===== src/rtl/led_frame_loader.sv =====
// led_frame_loader: assembles a G,R,B byte stream into a shadow buffer and
// commits complete frames atomically to the WS2812 driver data vector.
// Partial frames (restarted or timed out) are discarded without touching data.
//
// state    | meaning
// ---------+------------------------------------------------------------
// S_IDLE   | waiting for a byte flagged in_first; other bytes are dropped
// S_LOAD   | collecting bytes 1..FRAME_BYTES-1, inter-byte gap timer running
// S_COMMIT | one-cycle stall: shadow copied to data, in_ready held low
module led_frame_loader #(
  parameter int CLK_SPEED  = 25_000_000,
  parameter int LED_CNT    = 3,
  parameter int TIMEOUT_US = 100
) (
  input  logic                   clk,
  input  logic                   reset,
  input  logic [7:0]             in_data,
  input  logic                   in_valid,
  input  logic                   in_first,
  output logic                   in_ready,
  output logic [LED_CNT*24-1:0]  data,
  output logic                   frame_done,
  output logic                   err_abort,
  output logic                   busy
);

  localparam int     FRAME_BYTES    = LED_CNT * 3;
  // 64-bit intermediate: CLK_SPEED*TIMEOUT_US overflows 32 bits at common rates
  localparam longint TO_RAW         = (longint'(CLK_SPEED) * longint'(TIMEOUT_US)) / 64'sd1_000_000;
  localparam int     TIMEOUT_CYCLES = (TO_RAW < 1) ? 1 : int'(TO_RAW);
  localparam int     CNT_W          = $clog2(TIMEOUT_CYCLES + 1);
  localparam int     IDX_W          = $clog2(FRAME_BYTES);
  localparam logic [IDX_W-1:0] IDX_LAST = IDX_W'(FRAME_BYTES - 1);
  localparam logic [CNT_W-1:0] CNT_LAST = CNT_W'(TIMEOUT_CYCLES - 1);

  typedef enum logic [1:0] {S_IDLE, S_LOAD, S_COMMIT} state_t;

  state_t                  r_state;
  logic [IDX_W-1:0]        r_idx;
  logic [CNT_W-1:0]        r_cnt;
  logic [LED_CNT*24-1:0]   r_shadow;
  logic [LED_CNT*24-1:0]   r_data;
  logic                    r_frame_done;
  logic                    r_err_abort;

  state_t                  w_state_nxt;
  logic [IDX_W-1:0]        w_idx_nxt;
  logic [CNT_W-1:0]        w_cnt_nxt;
  logic                    w_wr_en;
  logic                    w_wr_first;
  logic [IDX_W-1:0]        w_wr_pos;
  logic                    w_abort;
  logic                    w_commit;
  logic                    w_accept;
  logic [7:0]              w_rev;

  assign in_ready   = !reset && (r_state != S_COMMIT);
  assign busy       = (r_state == S_LOAD) || (r_state == S_COMMIT);
  assign w_accept   = in_valid && in_ready;
  assign w_wr_pos   = w_wr_first ? '0 : r_idx;
  assign data       = r_data;
  assign frame_done = r_frame_done;
  assign err_abort  = r_err_abort;

  // Driver shifts data[0] first but LEDs expect MSB first, so store each byte reversed
  always_comb begin
    w_rev = '0;
    for (int i = 0; i < 8; i++) w_rev[i] = in_data[7-i];
  end

  // State register
  always_ff @(posedge clk or posedge reset) begin
    if (reset) r_state <= S_IDLE;
    else       r_state <= w_state_nxt;
  end

  // Next-state logic plus write/abort/commit controls
  always_comb begin
    w_state_nxt = r_state;
    w_idx_nxt   = r_idx;
    w_cnt_nxt   = r_cnt;
    w_wr_en     = 1'b0;
    w_wr_first  = 1'b0;
    w_abort     = 1'b0;
    w_commit    = 1'b0;
    case (r_state)
      S_IDLE: begin
        if (w_accept && in_first) begin
          w_wr_en     = 1'b1;
          w_wr_first  = 1'b1;
          w_idx_nxt   = IDX_W'(1);
          w_cnt_nxt   = '0;
          w_state_nxt = S_LOAD;
        end
      end
      S_LOAD: begin
        if (w_accept && in_first) begin
          // restart wins even on what would have been the last byte
          w_wr_en    = 1'b1;
          w_wr_first = 1'b1;
          w_idx_nxt  = IDX_W'(1);
          w_cnt_nxt  = '0;
          w_abort    = 1'b1;
        end else if (w_accept) begin
          w_wr_en   = 1'b1;
          w_cnt_nxt = '0;
          if (r_idx == IDX_LAST) begin
            w_idx_nxt   = '0;
            w_state_nxt = S_COMMIT;
          end else begin
            w_idx_nxt = r_idx + IDX_W'(1);
          end
        end else if (r_cnt == CNT_LAST) begin
          w_idx_nxt   = '0;
          w_cnt_nxt   = '0;
          w_abort     = 1'b1;
          w_state_nxt = S_IDLE;
        end else begin
          w_cnt_nxt = r_cnt + CNT_W'(1);
        end
      end
      S_COMMIT: begin
        w_commit    = 1'b1;
        w_state_nxt = S_IDLE;
      end
      default: w_state_nxt = S_IDLE;
    endcase
  end

  // Datapath: byte index, gap timer, shadow buffer, committed frame and pulses
  always_ff @(posedge clk or posedge reset) begin
    if (reset) begin
      r_idx        <= '0;
      r_cnt        <= '0;
      r_shadow     <= '0;
      r_data       <= '0;
      r_frame_done <= 1'b0;
      r_err_abort  <= 1'b0;
    end else begin
      r_idx        <= w_idx_nxt;
      r_cnt        <= w_cnt_nxt;
      r_frame_done <= w_commit;
      r_err_abort  <= w_abort;
      if (w_wr_en)  r_shadow[{w_wr_pos, 3'b000} +: 8] <= w_rev;
      if (w_commit) r_data <= r_shadow;
    end
  end

endmodule


===== config.mk =====
export PLATFORM = sky130hd
export DESIGN_NAME = led_frame_loader
export DESIGN_NICKNAME = d
export VERILOG_FILES = /design/src/rtl/led_frame_loader.sv
export SDC_FILE = /design/constraint.sdc
export NUM_CORES = 1
export LEC_CHECK = 0
export CORE_AREA = 10 10 102 195
export CTS_BUF_LIST = sky130_fd_sc_hd__clkbuf_2 sky130_fd_sc_hd__clkbuf_4 sky130_fd_sc_hd__clkbuf_8
export DETAILED_ROUTE_END_ITERATION = 10
export DIE_AREA = 0 0 112 205
export SYNTH_ARGS = -nofsm -noshare
export SYNTH_HDL_FRONTEND = slang
export SYNTH_SLANG_ARGS = --single-unit

===== constraint.sdc =====
create_clock -name clk -period 6.01 [get_ports clk]
set_input_delay 0.9015 -clock clk [delete_from_list [all_inputs] [get_ports clk]]
set_output_delay 0.9015 -clock clk [all_outputs]
set_load 0.01 [all_outputs]

==> results of run 1 <==
[through the flow]
step / power (mW) / hold slack [ns] / setup WS (ns) / instance area, um^2 / util [%]
after global placement: 1.77 / 0.462 / 2.22 / 7840 / 47.0
after detailed placement: 1.79 / 0.472 / 2.02 / 7840 / 47.0
after floorplan: 1.58 / 0.444 / 0.675 / 6780 / -
after CTS: 2.69 / 0.493 / 2.20 / 8290 / 49.7
after global routing: 2.80 / 0.523 / 1.99 / 8290 / 49.7
final: 2.66 / 0.489 / 2.24 / 8290 / 49.7
[critical path, cell delays in order, from the launching register on]
cell and delay, ns:
dfrtp_1 0.41, inv_1 0.13, ha_4 0.84, and4bb_2 0.34, o21ai_0 0.13, nand2_1 0.15, ha_1 0.41, nor4bb_1 0.37
and3_1 0.48, mux2_2 0.39
[kinds of logic after synthesis]
logic type,Yosys count,synth area share (%)
and+or+nand+nor,109,8.72
muxes,123,20.7
DFF,164,60.5
xor gates and xnor gates,5,0.645
AOI/OAI and AO/OA,57,5.26
buffers and inverters,40,2.51
adders and majority gates,9,1.66
[power by group]
group          leakage, nW  internal, mW  switching, mW  total, mW
combinational         1.40         0.215          0.248      0.463
sequential            2.23          1.21         0.0841       1.30
clock                0.219         0.476          0.421      0.897
total                 3.84          1.90          0.752       2.66
[cells in the mapped netlist, types with 6 or more instances]
cell type	instances	area share [%]
buf_1	8	0.44
ha_1	9	1.7
mux2_4	8	1.8
nor2_1	14	0.77
inv_1	17	0.94
o21ai_1	10	0.74
nor3_1	7	0.52
mux2i_1	10	1.5
dfrtp_1	164	60
a22o_1	8	1.0
o21ai_0	20	1.5
and3_1	6	0.55
nand2_1	43	2.4
a21oi_1	8	0.59
mux2_2	102	17
nand3_1	10	0.74
buf_2	7	0.52
[final timing paths]
check | from | end | cells after the start
min in group asynchronous | reset | r_cnt[10]$_DFFE_PP0P_ | 2
worst min register to register | r_shadow[40]$_DFFE_PP0P_ | r_shadow[40]$_DFFE_PP0P_ | 2
worst max register to register | r_state[0]$_DFFE_PP0P_ | r_shadow[2]$_DFFE_PP0P_ | 9
worst max-delay path | r_state[0]$_DFFE_PP0P_ | r_shadow[2]$_DFFE_PP0P_ | 9
max in group asynchronous | reset | r_shadow[65]$_DFFE_PP0P_ | 3
worst min-delay path | r_shadow[40]$_DFFE_PP0P_ | r_shadow[40]$_DFFE_PP0P_ | 2
[registers in the layout (all words and copies together), names as in the netlist]
signal	flops
frame_done	1
data	72
err_abort	1
r_state	2
r_cnt	12
r_idx	4
r_shadow	72
[layout make-up]
cell class                      count  share of cell area (%)
Clock buffer                       19                    3.08
Inverter                           18                   0.875
Clock inverter                     13                    2.38
Multi-Input combinational cell    303                    30.4
Sequential cell                   164                    49.5
Timing Repair Buffer               88                    10.6
Tap cell                          207                    3.12
[per-layer routing]
metal / global-route usage [%] / vias to the layer above / wire length, um
li1: - / 1959 / -
met1: 14.4 / 2187 / 5870
met2: 26.5 / 91 / 9040
met3: 3.43 / 15 / 607
met4: 5.65 / 0 / 274
met5: 0 / - / 0
==> results.yml, run 1 <==
sta:
  setup_viol: 0
  post-route-period-util_pct: 62.7
  period_minus_slack_ns: 3.77
  slew_violations: 0
  clock_skew_ns: 0.0102
  fin_tns_setup_ns: 0
  final-hold-violation-count: 0
  worstMarginPinSlew_ns: 1.07
  rsz0062_at_grt: "false"
  max_slew_margin_pct: 28.6
  clock.fmax_mhz: 265
floorplan:
  initial_utilization_pct: 40.7
  num_rows: 67
  die-area_um2: 23000
  io_pins: 88
  die_x_um: 112
  die_y_um: 205
  core-area_um2: 16700
worst_setup_path:
  critPathRequiredTime_ns: 6.35
  cp-start-kind: "register"
  crit_arrival_ns: 4.11
  cp_max_fo: 78
  end_kind: "register"
  r2r_slack_ns: 2.24
  crit_type: "register to register"
yosys:
  synth_cell_type_count: 55
  synth-edff-count: 0
  synth_warnings: 0
  avgSynthCellArea_um2: 13.4
  syn_area_um2: 6780
  syn_nets: 528
  synth-seq-cells: 164
  yosysSeqAreaShare_pct: 60.5
  async_flop_share_pct: 100
  ys.flop_type: "dfrtp_1"
  netlist_instances: 507
clock_tree:
  post_cts_buffers: 0
  cts_tree: "done"
  worstSkewPairLatency_ns: 0.45
  cts-htree-levels: 4
  numCtsBuffers: 17
  post_cts_resized: 0
  postCtsHoldBufs: 0
  clkTransAtPathRegs_ns: 0.09
  root_buffer: "clkbuf_8"
  cts_buffer_depth: 2
  cts_sinks: 164
outcome:
  outcome: "finished, final reports clean"
placement:
  numPlacedInstances: 780
  numPortBuffers: 87
  gp_congestion: 0.833
  dp_hpwl_mm: 11.4
grt:
  antenna_found_initial: 0
  grt_pass1_wl_mm: 25.7
  gr-total-overflow: 0
  grt_usage_pct: 14.1
  grt_pass1_vias: 4654
  grt_max_degree: 101
layout:
  final_cell_mix: "dfrtp_1 (164), mux2_2 (102), clkdlybuf4s50_1 (87)"
  seq_area_um2: 4100
  diodes: 0
  multi_input_comb_area_um2: 2520
  nets: 613
  layout-drive-gt1-share_pct: 26.0
  final_common_cell: "dfrtp_1"
  stdcell_count: 812
  area_growth_pct: 22.2
  fillCellCount: 1485
job:
  drv_cap: 0
routing:
  drt-pass1-iter-count: 4
  wl_mm: 15.8
  first_iter_violations: 159
  wl_per_cell_um: 19.4
  drc: 0
  ant_nets: 0
  viasPerCell: 5.24
  routed-via-count: 4252
pwr:
  peakVddDrop_v: 0.000187
  powerDensity_nw_per_um2: 321
  power.leakage_nw: 3.84
worst_hold_path:
  hold_path_class: "register to register"
(Power assumes the default switching activity.)
==> inputs of run 2 (changes only) <==
clock period = 3.1 ns   (was 6.01 ns; I/O delays follow)
==> run 2 against run 1 <==
Non-clock buffer count up 20. Clock power is 62% higher. Sequential power increased by 94%. Count of clock-buffer cells in the layout fell by 1. Die area unchanged. Combinational power increased by 100%. Critical path depth is the same. Largest power group unchanged.
==> results.yml, run 2 (same netlist as run 1, synthesis figures left out) <==
layout:
  nets: 633
  stdcell_area_um2: 8430
  final_cell_mix: "dfrtp_1 (164), mux2_2 (102), clkdlybuf4s50_1 (87)"
  diodes: 0
  final_common_cell: "dfrtp_1"
  layout-drive-gt1-share_pct: 28.5
  area_growth_pct: 24.2
placement:
  gp_congestion: 0.838
  pre_cts_ws_ns: -0.120
  placed_area_um2: 8050
  numPortBuffers: 87
  dp_hpwl_mm: 11.8
job:
  drv_cap: 0
worst_setup_path:
  crit_type: "register to register"
  end_kind: "register"
  cp_max_fo: 9
  path_cells: "inv_1, ha_1, nor2_1, o21ai_0, ha_1, nor4bb_2, and3_1, buf_12, mux2_2"
  crit_path_max_incr_delay_ns: 0.41
  cp-start-kind: "register"
  crit_arrival_ns: 3.23
  critPathRequiredTime_ns: 3.43
  slowest_stage: "dfrtp_1"
  path_common_cell: "ha_1"
sta:
  max_slew_margin_pct: 55.8
  rsz0062_at_grt: "false"
  period_minus_slack_ns: 2.90
  fin_tns_setup_ns: 0
  fin_ws_ns: 0.201
  clock_skew_ns: 0.0140
  final-hold-violation-count: 0
  slew_violations: 0
  worstMarginPinSlew_ns: 0.662
  post-route-period-util_pct: 93.5
  clock.fmax_mhz: 345
  setup_viol: 0
outcome:
  outcome: "finished, final reports clean"
clock_tree:
  cts_tree: "done"
  numCtsBuffers: 17
  postCtsHoldBufs: 0
  cts_sinks: 164
  worstSkewPairLatency_ns: 0.45
  cts_buffer_depth: 2
  post_cts_resized: 0
  clkTransAtPathRegs_ns: 0.09
  root_buffer: "clkbuf_8"
  post_cts_buffers: 0
  cts-htree-levels: 4
routing:
  ant_nets: 0
  viasPerCell: 5.16
  routed-via-count: 4292
  first_iter_violations: 141
  drc: 0
  drt-pass1-iter-count: 4
  wl_mm: 16.0
  wl_per_cell_um: 19.3
grt:
  grt_max_degree: 84
  grt_usage_pct: 14.2
  grt_pass1_wl_mm: 25.8
  antenna_found_initial: 0
  grt_pass1_vias: 4717
  gr-total-overflow: 0
pwr:
  p_total_mw: 4.91
  power.leakage_nw: 3.91
  peakVddDrop_v: 0.000362
  powerDensity_nw_per_um2: 583
floorplan:
  initial_utilization_pct: 40.7
  io_pins: 88
  die-area_um2: 23000
  core-area_um2: 16700
  die_y_um: 205
  die_x_um: 112
  num_rows: 67
worst_hold_path:
  hold_path_class: "register to register"
[run 2: cell types whose count changed in the layout (fill, tap and decap cells not counted), sizes merged]
cell | previous run | this run
clkinv | 2 | 7
bufinv | 4 | 1
buf | 1 | 21
clkinvlp | 3 | 5
inv | 22 | 19
clkbuf | 19 | 18
[run 2: worst max-delay path: cells and delay by family, from the launching register on]
family	cells	cell delay, ns
simple gates	3	0.76
fa+ha+maj	2	0.71
flops	1	0.41
mux	1	0.34
buf+inv	2	0.29
compound gates	1	0.26
[run 2: final cells by class]
type | count | area, um^2
clock buffers | 18 | 241
multi-input cells | 303 | 2530
flip-flops and latches | 164 | 4100
clock inverters | 14 | 131
well taps | 207 | 259
repair buffers | 108 | 1090
inverters | 18 | 71.3
fillers | 1454 | 8260
[run 2: routing by layer]
| layer | vias up | track usage [%] | wire [um] |
|---|---|---|---|
| met1 | 2200 | 14.4 | 5840 |
| met4 | 0 | 6.15 | 363 |
| met2 | 78 | 26.8 | 9250 |
| met3 | 19 | 3.19 | 590 |
| met5 | - | 0 | 0 |
| li1 | 1995 | - | - |
[run 2: where the power goes]
part	total, mW	switching (mW)	leakage (nW)	internal, mW
registers	2.52	0.166	2.23	2.35
logic	0.948	0.482	1.51	0.466
clock network	1.45	0.797	0.179	0.650
[run 2: per-stage QoR]
| stage | std cells | hold slack [ns] | util, % |
|---|---|---|---|
| 3_5_place_dp | 800 | 0.469 | 48.2 |
| 6_report | 832 | 0.485 | 50.5 |
| 2_1_floorplan | 507 | 0.444 | - |
| 4_1_cts | 832 | 0.489 | 50.5 |
| 5_1_grt | 832 | 0.508 | 50.5 |
| 3_3_place_gp | 800 | 0.466 | 48.2 |
[run 2: final timing paths]
kind | startpoint | slack, ns | endpoint | cells past startpoint
setup / recovery | r_state[0]$_DFFE_PP0P_ | 0.20 | r_shadow[7]$_DFFE_PP0P_ | 9
hold / removal | r_shadow[40]$_DFFE_PP0P_ | 0.49 | r_shadow[40]$_DFFE_PP0P_ | 2
setup reg to reg | r_state[0]$_DFFE_PP0P_ | 0.20 | r_shadow[7]$_DFFE_PP0P_ | 9
hold reg to reg | r_shadow[40]$_DFFE_PP0P_ | 0.49 | r_shadow[40]$_DFFE_PP0P_ | 2
max in group asynchronous | reset | 1.71 | r_shadow[70]$_DFFE_PP0P_ | 4
min in group asynchronous | reset | 0.60 | err_abort$_DFF_PP0_ | 3
==> inputs of run 3 (changes only) <==
CTS_CLUSTER_SIZE = 28   (was unset)
PLACE_DENSITY = 0.62   (was unset)
==> run 3 against run 2 <==
Design area up 0.53%. Via count is 0.56% lower. First-iteration DRC count grew 38%. Die area stayed put. Sequential share of layout area is 0.26 points lower. Total power grew 3.9%. Clock skew decreased by 0.00086 ns. Combinational power is 2% higher.
==> results.yml, run 3 (same netlist as run 1, synthesis figures left out) <==
worst_setup_path:
  end_kind: "register"
  crit_type: "register to register"
  crit_arrival_ns: 3.20
  path_cells: "inv_1, ha_4, and4bb_2, o21ai_1, nand2_1, ha_1, nor4bb_1, and3_1, buf_12, mux2_2"
  r2r_slack_ns: 0.22
  reg2regPathDepth: 10
  slowest_stage: "dfrtp_1"
  crit_path_max_incr_delay_ns: 0.41
  r2r_end: "r_shadow[4]$_DFFE_PP0P_"
  critPathRequiredTime_ns: 3.43
  path_buf_inv: 2
  r2r-start: "r_state[0]$_DFFE_PP0P_"
  cp_max_fo: 8
  critical-path-top-delay-family: "simple AND/OR/NAND/NOR gates"
  cp-start-kind: "register"
routing:
  drt-pass1-iter-count: 5
  first_iter_violations: 195
  wl_per_cell_um: 19.3
  ant_nets: 0
  drc: 0
  wl_mm: 16.0
  viasPerCell: 5.14
  routed-via-count: 4268
placement:
  placed_area_um2: 8050
  dp_hpwl_mm: 11.8
  gp_congestion: 0.836
  pre_cts_ws_ns: -0.0920
  numPortBuffers: 87
layout:
  diodes: 0
  fillCellCount: 1443
  multi_input_comb_area_um2: 2520
  final_common_cell: "dfrtp_1"
  final_cell_mix: "dfrtp_1 (164), mux2_2 (102), clkdlybuf4s50_1 (87)"
  layout-drive-gt1-share_pct: 28.1
  area_growth_pct: 24.9
  stdcell_area_um2: 8470
  seq_area_um2: 4100
  final_util_pct: 50.8
  nets: 632
outcome:
  outcome: "finished, final reports clean"
sta:
  rsz0062_at_grt: "false"
  slew_violations: 0
  max_slew_margin_pct: 35.9
  period_minus_slack_ns: 2.88
  worstMarginPinSlew_ns: 0.961
  post-route-period-util_pct: 92.8
  fin_ws_ns: 0.224
  clock.fmax_mhz: 348
  clock_skew_ns: 0.0131
  final-hold-violation-count: 0
  setup_viol: 0
clock_tree:
  clkTransAtPathRegs_ns: 0.08
  cts_tree: "done"
  root_buffer: "clkbuf_8"
  numCtsBuffers: 17
  post_cts_buffers: 0
  cts-htree-levels: 4
  cts_sinks: 164
  cts_buffer_depth: 2
  worstSkewPairLatency_ns: 0.45
floorplan:
  die_x_um: 112
  die_y_um: 205
  num_rows: 67
  initial_utilization_pct: 40.7
  io_pins: 88
  die-area_um2: 23000
  core-area_um2: 16700
job:
  drv_cap: 0
pwr:
  power.leakage_nw: 3.93
  peakVddDrop_v: 0.000355
  powerDensity_nw_per_um2: 602
worst_hold_path:
  hp-start: "r_shadow[46]$_DFFE_PP0P_"
  hold_path_class: "register to register"
  hold_end: "r_shadow[46]$_DFFE_PP0P_"
  whs_path_depth: 2
grt:
  grt_max_degree: 74
  grt_pass1_wl_mm: 25.6
  grt_usage_pct: 14.1
  grt_pass1_vias: 4658
  gr-total-overflow: 0
  antenna_found_initial: 0
## run 3: cell count changes in the layout (fill, tap and decap cells not counted), sizes merged
cell      before  now
bufinv         1    3
clkinvlp       5    6
inv           19   21
clkinv         7    1
buf           21   20
## run 3: tightest hold or removal path: stages (launching register included)
cell	delay, ns
dfrtp_1	0.35
nand2_1	0.05
o21ai_1	0.06
## run 3: layer usage
| metal | vias to the layer above | wire length [um] | share of wire (%) | track usage [%] |
|---|---|---|---|---|
| li1 | 1997 | - | - | - |
| met2 | 83 | 9340 | 58 | 26.8 |
| met3 | 18 | 564 | 3.5 | 3.05 |
| met5 | - | 0 | 0 | 0 |
| met4 | 0 | 314 | 2.0 | 6.56 |
| met1 | 2170 | 5760 | 36 | 14.0 |
## run 3: worst max-delay path by stage
stage / startpoint / end / slack, ns / cells past startpoint
6_report: r_state[0]$_DFFE_PP0P_ / r_shadow[4]$_DFFE_PP0P_ / 0.22 / 10
5_1_grt: r_state[0]$_DFFE_PP0P_ / r_shadow[10]$_DFFE_PP0P_ / 0.04 / 10
4_1_cts: r_state[0]$_DFFE_PP0P_ / r_shadow[1]$_DFFE_PP0P_ / 0.19 / 9
3_5_place_dp: reset / r_shadow[1]$_DFFE_PP0P_ / -0.09 / 9
3_3_place_gp: reset / r_shadow[4]$_DFFE_PP0P_ / -0.04 / 9
2_1_floorplan: r_state[0]$_DFFE_PP0P_ / r_shadow[0]$_DFFE_PP0P_ / 0.36 / 9
## run 3: layout make-up
class,count,share of cell area (%)
repair buffers,107,12.9
clock buffers,18,2.92
multi-input cells,303,29.8
inverters,18,0.842
clock inverters,13,2.02
flip-flops and latches,164,48.4
well taps,207,3.06
## run 3: metrics by stage
stage / total power [mW] / setup TNS (ns) / std cells / hold WS [ns]
detailed placement: 3.54 / -0.672 / 799 / 0.475
floorplan: 3.07 / 0 / 507 / 0.444
global placement: 3.51 / -0.299 / 799 / 0.465
finish: 5.10 / 0 / 830 / 0.494
CTS: 5.18 / 0 / 830 / 0.497
global route: 5.39 / 0 / 830 / 0.517
## run 3: where the power goes
part	internal [mW]	total [mW]	switching, mW
Sequential	2.35	2.52	0.167
Clock	0.824	1.62	0.798
Combinational	0.477	0.963	0.486
Total	3.65	5.10	1.45
## run 3: what timing repair did
item	in CTS	in global routing
gates resized for setup	0	1
setup endpoints to repair	0	5
hold buffers	0	0
endpoints found under the hold margin	0	0
